`src/rtl/lm70_spi_responder.sv`:
```
// LM70-compatible SPI responder: each CS-low frame shifts out a 16-bit temperature
// word MSB first, then takes a 16-bit command whose low byte controls shutdown.
module lm70_spi_responder #(
  parameter logic [15:0] SHDN_ID     = 16'h800F,
  parameter int          SYNC_STAGES = 2
) (
  input  logic        CLK,
  input  logic        RSTN,
  input  logic        SCK,
  input  logic        CS,
  input  logic        SIO_IN,
  output logic        SIO_OUT,
  output logic        SIO_OE,
  input  logic [15:0] TEMP_IN,
  output logic        SHUTDOWN,
  output logic        FRAME_DONE
);

  typedef enum logic [1:0] {IDLE, READ, WRITE, HOLD} state_t;

  logic [SYNC_STAGES-1:0] sck_sync, cs_sync, sio_sync;
  logic                   sck_d, cs_d;
  logic                   sck_s, cs_s, sio_s;
  logic                   sck_rise, sck_fall, cs_rise, cs_fall;

  state_t      state_reg, state_next;
  logic [15:0] shadow_reg, shadow_next;
  logic [3:0]  cnt_reg, cnt_next;
  logic [6:0]  cmd_reg, cmd_next;
  logic [7:0]  cmd_byte;
  logic        oe_reg, oe_next;
  logic        shdn_reg, shdn_next;
  logic        done_reg, done_next;
  logic        read_ok_reg, read_ok_next;

  // CS resets high so a frame can only begin on a genuine falling edge.
  always_ff @(posedge CLK or negedge RSTN) begin
    if (!RSTN) begin
      sck_sync <= '0;
      cs_sync  <= '1;
      sio_sync <= '0;
      sck_d    <= 1'b0;
      cs_d     <= 1'b1;
    end else begin
      sck_sync <= {sck_sync[SYNC_STAGES-2:0], SCK};
      cs_sync  <= {cs_sync[SYNC_STAGES-2:0], CS};
      sio_sync <= {sio_sync[SYNC_STAGES-2:0], SIO_IN};
      sck_d    <= sck_sync[SYNC_STAGES-1];
      cs_d     <= cs_sync[SYNC_STAGES-1];
    end
  end

  assign sck_s    = sck_sync[SYNC_STAGES-1];
  assign cs_s     = cs_sync[SYNC_STAGES-1];
  assign sio_s    = sio_sync[SYNC_STAGES-1];
  assign sck_rise = sck_s & ~sck_d;
  assign sck_fall = ~sck_s & sck_d;
  assign cs_rise  = cs_s & ~cs_d;
  assign cs_fall  = ~cs_s & cs_d;
  assign cmd_byte = {cmd_reg, sio_s};

  always_ff @(posedge CLK or negedge RSTN) begin
    if (!RSTN) begin
      state_reg   <= IDLE;
      shadow_reg  <= '0;
      cnt_reg     <= '0;
      cmd_reg     <= '0;
      oe_reg      <= 1'b0;
      shdn_reg    <= 1'b0;
      done_reg    <= 1'b0;
      read_ok_reg <= 1'b0;
    end else begin
      state_reg   <= state_next;
      shadow_reg  <= shadow_next;
      cnt_reg     <= cnt_next;
      cmd_reg     <= cmd_next;
      oe_reg      <= oe_next;
      shdn_reg    <= shdn_next;
      done_reg    <= done_next;
      read_ok_reg <= read_ok_next;
    end
  end

  always_comb begin
    state_next = state_reg;
    if (cs_rise) begin
      state_next = IDLE;
    end else begin
      case (state_reg)
        IDLE:    if (cs_fall) state_next = READ;
        READ:    if (sck_fall && cnt_reg == 4'd15) state_next = WRITE;
        WRITE:   if (sck_rise && cnt_reg == 4'd15) state_next = HOLD;
        default: state_next = state_reg;
      endcase
    end
  end

  // CS rise takes priority over any SCK edge seen in the same cycle.
  always_comb begin
    shadow_next  = shadow_reg;
    cnt_next     = cnt_reg;
    cmd_next     = cmd_reg;
    oe_next      = oe_reg;
    shdn_next    = shdn_reg;
    done_next    = 1'b0;
    read_ok_next = read_ok_reg;
    if (cs_rise) begin
      shadow_next  = '0;
      cnt_next     = '0;
      oe_next      = 1'b0;
      done_next    = read_ok_reg;
      read_ok_next = 1'b0;
    end else begin
      case (state_reg)
        IDLE: if (cs_fall) begin
          shadow_next = shdn_reg ? SHDN_ID : TEMP_IN;
          cnt_next    = '0;
          oe_next     = 1'b1;
        end
        READ: if (sck_fall) begin
          shadow_next = {shadow_reg[14:0], 1'b0};
          cnt_next    = cnt_reg + 4'd1;
          if (cnt_reg == 4'd15) begin
            oe_next      = 1'b0;
            read_ok_next = 1'b1;
          end
        end
        WRITE: if (sck_rise) begin
          cmd_next = cmd_byte[6:0];
          cnt_next = cnt_reg + 4'd1;
          if (cnt_reg == 4'd15) begin
            if (cmd_byte == 8'hFF) shdn_next = 1'b1;
            else if (cmd_byte == 8'h00) shdn_next = 1'b0;
          end
        end
        default: ;
      endcase
    end
  end

  assign SIO_OUT    = shadow_reg[15];
  assign SIO_OE     = oe_reg;
  assign SHUTDOWN   = shdn_reg;
  assign FRAME_DONE = done_reg;

endmodule

```
`config.mk`:
```
export PLATFORM = sky130hd
export DESIGN_NAME = lm70_spi_responder
export DESIGN_NICKNAME = d
export VERILOG_FILES = /design/src/rtl/lm70_spi_responder.sv
export SDC_FILE = /design/constraint.sdc
export NUM_CORES = 1
export LEC_CHECK = 0
export CORE_MARGIN = 2
export CORE_UTILIZATION = 40
export DETAILED_ROUTE_END_ITERATION = 8
export GPL_ROUTABILITY_DRIVEN = 0
export HOLD_SLACK_MARGIN = 0.1
export SYNTH_ARGS = -nofsm -noshare
export SYNTH_HDL_FRONTEND = slang
export SYNTH_SLANG_ARGS = --single-unit
```
`constraint.sdc`:
```
create_clock -name CLK -period 4.6 [get_ports CLK]
set_input_delay 0.92 -clock CLK [delete_from_list [all_inputs] [get_ports CLK]]
set_output_delay 0.92 -clock CLK [all_outputs]
set_load 0.05 [all_outputs]
```
### Word-level counts from Yosys, hierarchy flattened

Index checks and enable logic that the tools add are counted.

* add/subtract/negate cells: 1
* equal/unequal tests: 10
* mux-type cells: 27
* bitwise operators: 9
* reduce and logical (&&, ||, !) cells: 17

Operators by type and width (count)
* $mux 16: 4
* $pmux 16 s2: 1
* $ne 3x3->1 const B: 6
* $mux 4: 4
* $pmux 4 s3: 1
* $reduce_and 4->1: 3
* $mux 1: 11
* $reduce_and 3->1: 3
* $eq 8x8->1 const B: 1
* $logic_not 8->1: 1
* $mux 2: 4
* $reduce_bool 2->1: 4
* $pmux 2 s3: 1
* $not 1->1: 5
* $reduce_and 5->1: 1
* $add 4x1->4 const B: 1
* $and 1x1->1: 4
* $eq 4x4->1 const B: 1
* $reduce_bool 4->1: 1
* $reduce_bool 3->1: 1
* $eq 2x1->1 const B: 1
* $eq 2x2->1 const B: 1
* $logic_and 1x1->1: 2
* $logic_not 2->1: 1
* $pmux 1 s2: 1

* register bits after elaboration: 41

### Depth between registers and ports, before layout

Gate-level depths: netlist (run 1).

* depth after elaboration: 6
* mapped depth: 8
* mapped depth without buffers: 6

### Least setup slack after synthesis (run 1)

OpenSTA, ideal clock, no wires.

* path type: register to register
* start point: reg cs_d
* end point: reg oe_reg, in the netlist SIO_OE
* arrival time: 1.584 ns
* data required time: 4.471 ns
* setup slack: 2.887 ns
* stages on the path, launching flop included: 8
* path buffers: 1
* clock period less this slack: 1.713 ns
* path through: dfstp_2 inv_1 ha_1 buf_6 or3_4 o211ai_4 o22a_1 o21ai_2

* cells in the longest elaborated chain, start to end: 4
* elaborated cells on any way between the ends: 9
* classes of those cells: 3 x eq/ne; 1 x mux; 3 x bitwise; 2 x reduce/logical

RTL lines
* from (decl): line 22 `logic sck_d, cs_d;`
* from (signal assigned): line 49 `cs_d <= cs_sync[SYNC_STAGES-1];`
* $not 1->1: line 58 `assign cs_rise = cs_s & ~cs_d;`
* $and 1x1->1: line 58
* $ne 3x3->1 (no line) / $reduce_bool 3->1 (equally long branches)
* $reduce_and 4->1 (no line)
* to (signal assigned): line 77 `oe_reg <= oe_next;`
* to (decl): line 31 `logic oe_reg, oe_next;`

Several ways; a longest one is shown, not always the timed one.
A chain may end at the register's enable or synchronous reset.

### Worst setup path after layout (run 1)

* start point: reg shdn_reg, in the netlist SHUTDOWN
* end point: out SHUTDOWN

RTL lines
* from (decl): line 32 `logic shdn_reg, shdn_next;`
* from (signal assigned): line 78 `shdn_reg <= shdn_next;`
* to (decl): line 15 `output logic SHUTDOWN,`

No word-level cell between the ends.

==> impl_results.rst, run 1 <==
.. list-table::
   :header-rows: 1

   * - Metric
     - Value
   * - Number of max-cap violations
     - 0
   * - Total global routing overflow
     - 0
   * - Commonest register cell after synthesis
     - sky130_fd_sc_hd__dfrtp_1
   * - Detail Placement HPWL
     - 2450 um
   * - Die width
     - 73.3 um
   * - Flip-flop count of the largest register, all copies and words added
     - 16
   * - Cell family with most CP delay
     - buffers and inverters
   * - Resized Gates After CTS
     - 0
   * - Post-detailed-route via-to-cell ratio
     - between 5 and 6
   * - Area after detailed placement
     - between 0.002 and 0.0025 mm^2
   * - Signed area change from the synthesized netlist to the final layout
     - 16.0%
   * - Most numerous cell types in the synthesized netlist
     - sky130_fd_sc_hd__dfrtp_1, sky130_fd_sc_hd__nand2_1, sky130_fd_sc_hd__o31ai_1
   * - Synth Instances
     - between 150 and 200
   * - Portion of the post-synthesis area used by sequential elements
     - 53.6%
   * - Cell types occupying the most area after synthesis
     - sky130_fd_sc_hd__dfrtp_1, sky130_fd_sc_hd__o31ai_1, sky130_fd_sc_hd__nand2_1
   * - Largest net degree at the start of global routing
     - 42
   * - Antenna violations before repair
     - 0
   * - Post-DR wirelength/cell
     - 14.6 um
   * - Cell Area, Synth
     - 0.00192 mm^2
   * - CP startpoint kind
     - register
   * - Unique cell type count in the Yosys netlist
     - 44
   * - Clock Latency Late Sink
     - roughly 290 ps
   * - Diode count
     - 0
   * - Sum of buffers and inverters on the critical path
     - 1
   * - Worst Path Class, Setup
     - register to output pin
   * - First-pass iteration count of the detailed router
     - 4
   * - TNS Setup
     - 0 ps
   * - Area share of the largest cell type after synthesis
     - 49.5%
   * - Setup crit end kind
     - output pin
   * - Biggest cell delay along the critical path
     - between 800 and 900 ps
   * - Number of warnings issued by yosys
     - 0
   * - Number of global-route vias before repair
     - between 1000 and 1500
   * - Unrepaired setup endpoints after global routing
     - false
   * - Row Count
     - 25
   * - Clock tree from TritonCTS
     - built
   * - Combined global-route utilization of all metal layers
     - 14.5%
   * - I/O pins
     - 25
   * - CP max-delay cell
     - sky130_fd_sc_hd__clkdlybuf4s50_1
   * - Port Buffer Count
     - 24
   * - Area enclosed by the die boundary
     - 0.00537 mm^2
   * - Final Critical Period
     - between 2000 and 3000 ps
   * - Slew Limit Headroom
     - about two fifths
   * - Wire length of the first global-routing pass
     - around 6000 um
   * - Remaining routing DRC violations
     - 0
   * - Final period utilization
     - a little over half
   * - Hold bufs inserted after CTS
     - 0
   * - Result of the run
     - finished, final reports clean
   * - Effective utilization at floorplan
     - around two fifths
   * - TritonCTS sink count
     - 41
   * - Cells along the critical path
     - clkdlybuf4s50_1
   * - Clock buffer depth
     - 2
   * - Violation count after the first detailed-route iteration
     - 90
   * - Routed vias
     - 1375
   * - Total power divided by cell area
     - between 500 and 600 mW/mm^2
   * - Net count of the mapped netlist
     - 195
   * - Final wirelength
     - between 3000 and 4000 um
   * - Leakage
     - 0.000975 uW
   * - Achievable frequency
     - just under 0.4 GHz
   * - Final setup violating endpoints
     - 0
   * - Crit Path Max Fanout
     - 6
   * - Total Nets Final
     - between 200 and 250
   * - Die extent in y
     - about 73 um
   * - Post-CTS clock slew at the launch and capture registers of the worst setup and hold paths
     - roughly 80 ps
   * - WP data arrival
     - about 1600 ps
   * - Peak supply drop
     - about 0.21 mV
   * - Final std cell area, no fill
     - 0.00223 mm^2
   * - Post-CTS repair timing setup buffer count
     - 0
   * - Final clock skew
     - approximately 8 ps
   * - Area of the core region
     - around 0.0047 mm^2
   * - Top-count cell post-synth
     - sky130_fd_sc_hd__dfrtp_1
   * - Synthesized area per cell
     - about 11 um^2
   * - Clock H-tree levels
     - 2
   * - Asr flop ratio synth
     - 100%
   * - Critical Path RT
     - approximately 3700 ps
   * - Count of endpoints failing hold in the final timing report
     - 0
   * - Slew at the pin closest to its max-slew limit
     - 895 ps
   * - Number of enable flip-flop cells after synthesis
     - 0
   * - Clk root buf
     - sky130_fd_sc_hd__clkbuf_8
   * - Clock buffer count from CTS
     - 5
   * - Share of cells above drive strength 1
     - between 10% and 20%
   * - Worst min-delay path class
     - register to register
   * - Synth area leader
     - sky130_fd_sc_hd__dfrtp_1
   * - Number of slew-limit violations in the final report
     - 0
   * - Synthesized flop and latch total
     - 41
   * - Post-route ant nets
     - 0
## worst paths after layout
check | startpoint | to | slack [ps] | depth (start not counted)
setup / recovery | SHUTDOWN | SHUTDOWN | 2070 | 1
hold / removal | sck_sync[0] | sck_sync[1] | 350 | 0
setup reg to reg | cs_d | SIO_OE | 2170 | 6
hold reg to reg | sck_sync[0] | sck_sync[1] | 350 | 0
max in group asynchronous | RSTN | cnt_reg[2] | 3300 | 1
min in group asynchronous | RSTN | shadow_reg[15] | 750 | 1
## layer usage
| layer | vias to the layer above | part of all wire [%] | GRT usage (%) |
|---|---|---|---|
| li1 | 659 | - | - |
| met5 | - | 0 | 0 |
| met2 | 44 | 48 | 23.4 |
| met1 | 666 | 45 | 18.2 |
| met3 | 6 | 5.6 | 4.39 |
| met4 | 0 | 1.3 | 5.66 |
## metrics by stage
stage / setup WS, ps / total power, uW / utilization [%] / instances / hold WS [ps]
floorplan: 2890 / 999 / - / 168 / 331
global placement: 2190 / 1060 / 46.0 / 237 / 333
detailed placement: 2150 / 1080 / 46.0 / 237 / 337
CTS: 2050 / 1310 / 47.8 / 245 / 354
global route: 1980 / 1400 / 47.8 / 245 / 361
finish: 2070 / 1290 / 47.8 / 245 / 351
## where the power goes
part | switching (uW) | internal (uW) | leakage (uW)
Clock | 115 | 106 | 0.0000422
Sequential | 69.8 | 466 | 0.000520
Combinational | 318 | 219 | 0.000414
Total | 502 | 792 | 0.000975
## cell usage in the layout (no fill, tap or decap), types with 2 or more instances in the layout
master                            synthesis  final
sky130_fd_sc_hd__clkdlybuf4s50_1          0     23
sky130_fd_sc_hd__dfstp_2                  3      3
sky130_fd_sc_hd__nand3_1                  2      2
sky130_fd_sc_hd__o2bb2ai_1                2      2
sky130_fd_sc_hd__nand4_1                  2      2
sky130_fd_sc_hd__nand2_1                 23     23
sky130_fd_sc_hd__o22ai_1                  4      4
sky130_fd_sc_hd__inv_1                    9      9
sky130_fd_sc_hd__clkbuf_8                 0      5
sky130_fd_sc_hd__a31oi_1                  2      2
sky130_fd_sc_hd__ha_1                     6      6
sky130_fd_sc_hd__nor4_1                   2      2
sky130_fd_sc_hd__mux2_2                   7      7
sky130_fd_sc_hd__clkbuf_1                 2      2
sky130_fd_sc_hd__nor2_1                   4      4
sky130_fd_sc_hd__dfrtp_1                 38     38
sky130_fd_sc_hd__o31ai_1                 17     17
sky130_fd_sc_hd__mux2i_1                  2      2
sky130_fd_sc_hd__nand2b_1                 2      2
sky130_fd_sc_hd__a22oi_1                 10     10
sky130_fd_sc_hd__and2_1                   2      2
sky130_fd_sc_hd__nor3_1                   2      2
## cell type report
type	instances	area [um^2]
clock buffers	7	76.3
clock inverters	1	5.00
fillers	421	2430
inverters	9	33.8
multi-input cells	109	779
flip-flops and latches	41	1030
well taps	54	67.6
repair buffers	24	235
## kinds of logic (layout without fill, tap and decap cells)
kind of cell	after synthesis	in the layout	share of synthesized area (%)
AO/OA/AOI/OAI	46	46	18.6
adder cells (fa/ha/maj)	6	6	3.91
buffers and inverters	18	41	5.80
flip-flops	41	41	53.6
multiplexers	9	9	5.15
AND/OR/NAND/NOR	48	48	13.0
Note: power is estimated with default switching activity, not from simulation.
==> run 2: changes to the inputs <==
Clock period 4.6 ns to 2.36 ns, I/O delays scaled along.
==> run 2 against run 1 <==
Against the previous run: register-to-register slack got worse by 1800 ps; core utilization grew 1.8 points; largest cell class unchanged; worst setup slack got worse by 1800 ps.
==> impl_results.rst, run 2 (synthesis gave the netlist of run 1 again) <==
.. list-table::
   :header-rows: 1

   * - Metric
     - Value
   * - Slew Limit Headroom
     - 40.8% (+0.46 points)
   * - Critical Path RT
     - 1890 ps (-1790 ps)
   * - Count of endpoints failing hold in the final timing report
     - 0 (unchanged)
   * - Port Buffer Count
     - 24 (unchanged)
   * - Post-CTS clock slew at the launch and capture registers of the worst setup and hold paths
     - 80 ps (about the same)
   * - Number of global-route vias before repair
     - 1331 (+0.30%)
   * - Setup slack of the worst register-to-register path
     - 350 ps (-1820 ps)
   * - GRT met1 Usage
     - 18.3% (+0.12 points)
   * - Clock buffer count from CTS
     - 5 (unchanged)
   * - Total Power
     - 2780 uW (+120%)
   * - Die extent in y
     - 73.3 um (unchanged)
   * - Post-DR wirelength/cell
     - 14.5 um (-0.64%)
   * - Number of max-cap violations
     - 0 (unchanged)
   * - Slew at the pin closest to its max-slew limit
     - 888 ps (-6.97 ps)
   * - CP max-delay cell
     - sky130_fd_sc_hd__clkdlybuf4s50_1
   * - First-pass iteration count of the detailed router
     - 4 (unchanged)
   * - Total global routing overflow
     - 0 (unchanged)
   * - Largest net degree at the start of global routing
     - 42 (unchanged)
   * - Commonest cells after routing, fill and taps aside
     - sky130_fd_sc_hd__dfrtp_1, sky130_fd_sc_hd__nand2_1, sky130_fd_sc_hd__clkdlybuf4s50_1
   * - Fraction of power consumed by combinational cells
     - 38.9% (-2.6 points)
   * - Detail Placement HPWL
     - 2540 um (+3.7%)
   * - Clock H-tree levels
     - 2 (unchanged)
   * - Remaining routing DRC violations
     - 0 (unchanged)
   * - Switching power
     - 1000 uW (+100%)
   * - Wire length of the first global-routing pass
     - 6100 um (+1.6%)
   * - Unrepaired setup endpoints after global routing
     - false
   * - Peak supply drop
     - 0.432 mV (+100%)
   * - Area of the core region
     - 0.00466 mm^2 (unchanged)
   * - Clock Latency Late Sink
     - 290 ps (about the same)
   * - Die width
     - 73.3 um (unchanged)
   * - Final Core Density
     - 49.6% (+1.8 points)
   * - Leakage
     - 0.00102 uW (+4.7%)
   * - Share of total power consumed by net switching
     - 36.0% (-2.8 points)
   * - Antenna violations before repair
     - 0 (unchanged)
   * - TritonCTS sink count
     - 41 (unchanged)
   * - Row Count
     - 25 (unchanged)
   * - Crit Path Max Fanout
     - 6 (unchanged)
   * - Total power divided by cell area
     - 1210 mW/mm^2 (+110%)
   * - Most common cell after layout, fill and taps aside
     - sky130_fd_sc_hd__dfrtp_1
   * - Worst min-delay path class
     - primary input to asynchronous set/reset pin
   * - Biggest cell delay along the critical path
     - 840 ps (about the same)
   * - Power Internal
     - 1780 uW (+120%)
   * - Sequential fraction of design power
     - 37.5% (-3.9 points)
   * - Combined global-route utilization of all metal layers
     - 14.8% (+0.33 points)
   * - Worst Path Class, Setup
     - register to output pin
   * - Cell family with most CP delay
     - buffers and inverters
   * - Smallest hold slack
     - 300 ps (-50.9 ps)
   * - Hold bufs inserted after CTS
     - 0 (unchanged)
   * - WP data arrival
     - 1580 ps (-30 ps)
   * - Result of the run
     - finished, final reports clean
   * - TNS Setup
     - 0 ps (unchanged)
   * - Final setup violating endpoints
     - 0 (unchanged)
   * - Achievable frequency
     - ~0.5 GHz
   * - Setup crit end kind
     - output pin
   * - Post-CTS repair timing setup buffer count
     - 0 (unchanged)
   * - Sum of buffers and inverters on the critical path
     - 1 (unchanged)
   * - Flip-flop count of the largest register, all copies and words added
     - 16 (unchanged)
   * - Final Critical Period
     - roughly 2100 ps
   * - Final wirelength
     - 3610 um (+0.98%)
   * - Number of slew-limit violations in the final report
     - 0 (unchanged)
   * - Clock buffer depth
     - 2 (unchanged)
   * - Post-Place Worst Slack
     - 364 ps (-1780 ps)
   * - Met2 track demand over resource
     - 25.0% (+1.6 points)
   * - Worst Setup Slack, final
     - 306 ps (-1770 ps)
   * - Total Nets Final
     - 221 (+1.8%)
   * - Cells along the critical path
     - clkdlybuf4s50_1
   * - CP startpoint kind
     - register
   * - Most Used Layer, Global Route
     - met2
   * - Part of the total power dissipated in the clock network
     - 23.6% (+6.5 points)
   * - Signed area change from the synthesized netlist to the final layout
     - 20.3%
   * - Final period utilization
     - between 80 and 90%
   * - Area enclosed by the die boundary
     - 0.00537 mm^2 (unchanged)
   * - Violation count after the first detailed-route iteration
     - 45 (-50%)
   * - Final clock skew
     - 5.99 ps (-1.89 ps)
   * - Share of cells above drive strength 1
     - 15.9% (+2.8 points)
   * - Effective utilization at floorplan
     - 41.2% (unchanged)
   * - Post-detailed-route via-to-cell ratio
     - 5.47 (-2.5%)
   * - Diode count
     - 0 (unchanged)
   * - I/O pins
     - 25 (unchanged)
   * - Post-route ant nets
     - 0 (unchanged)
   * - Resized Gates After CTS
     - 0 (unchanged)
   * - Routed vias
     - 1363 (-0.87%)
   * - Clk root buf
     - sky130_fd_sc_hd__clkbuf_8
   * - Clock tree from TritonCTS
     - built
   * - Met3 capacity usage during global routing
     - 4.39% (unchanged)
   * - Filler Cells Inserted
     - 403 (-4.3%)
-- run 2: power groups by stage --
stage	logic (uW)	registers (uW)	clock network, uW
5_1_grt	1210	1070	705
3_5_place_dp	1080	1060	0
4_1_cts	1090	1050	677
6_report	1080	1040	658
2_1_floorplan	872	1070	0
3_3_place_gp	1050	1050	0
-- run 2: worst register-to-register path: stages, from the launching register on --
cell                       delay, ps
sky130_fd_sc_hd__dfstp_2         520
sky130_fd_sc_hd__inv_1            40
sky130_fd_sc_hd__ha_1            290
sky130_fd_sc_hd__or3_4           420
sky130_fd_sc_hd__o211ai_4        160
sky130_fd_sc_hd__buf_4           330
sky130_fd_sc_hd__nand2_1         100
sky130_fd_sc_hd__o31ai_1          70
-- run 2: cell type report --
cell class | count | area, um^2 | share of cell area (%)
Sequential cell | 41 | 1030 | 44.6
Clock buffer | 5 | 68.8 | 2.98
Inverter | 9 | 33.8 | 1.46
Clock inverter | 3 | 65.1 | 2.82
Multi-Input combinational cell | 109 | 779 | 33.7
Tap cell | 54 | 67.6 | 2.93
Timing Repair Buffer | 28 | 265 | 11.5
-- run 2: final timing paths --
path                              from        endpoint  depth (start not counted)
max                           SHUTDOWN        SHUTDOWN                          1
min                               RSTN    state_reg[0]                          1
max reg2reg                       cs_d  shadow_reg[10]                          7
min reg2reg                sio_sync[0]     sio_sync[1]                          0
max in group asynchronous         RSTN      cmd_reg[1]                          1
min in group CLK           sio_sync[0]     sio_sync[1]                          0
-- run 2: metrics by stage --
step | instance area, um^2 | cells
CTS | 2310 | 249
detailed placement | 2180 | 241
floorplan | 1920 | 168
global route | 2310 | 249
finish | 2310 | 249
global placement | 2180 | 241
-- run 2: metal layers --
metal | vias up | wire, um
met5 | - | 0
met4 | 0 | 28
met3 | 4 | 201
met2 | 36 | 1760
met1 | 661 | 1630
li1 | 662 | -
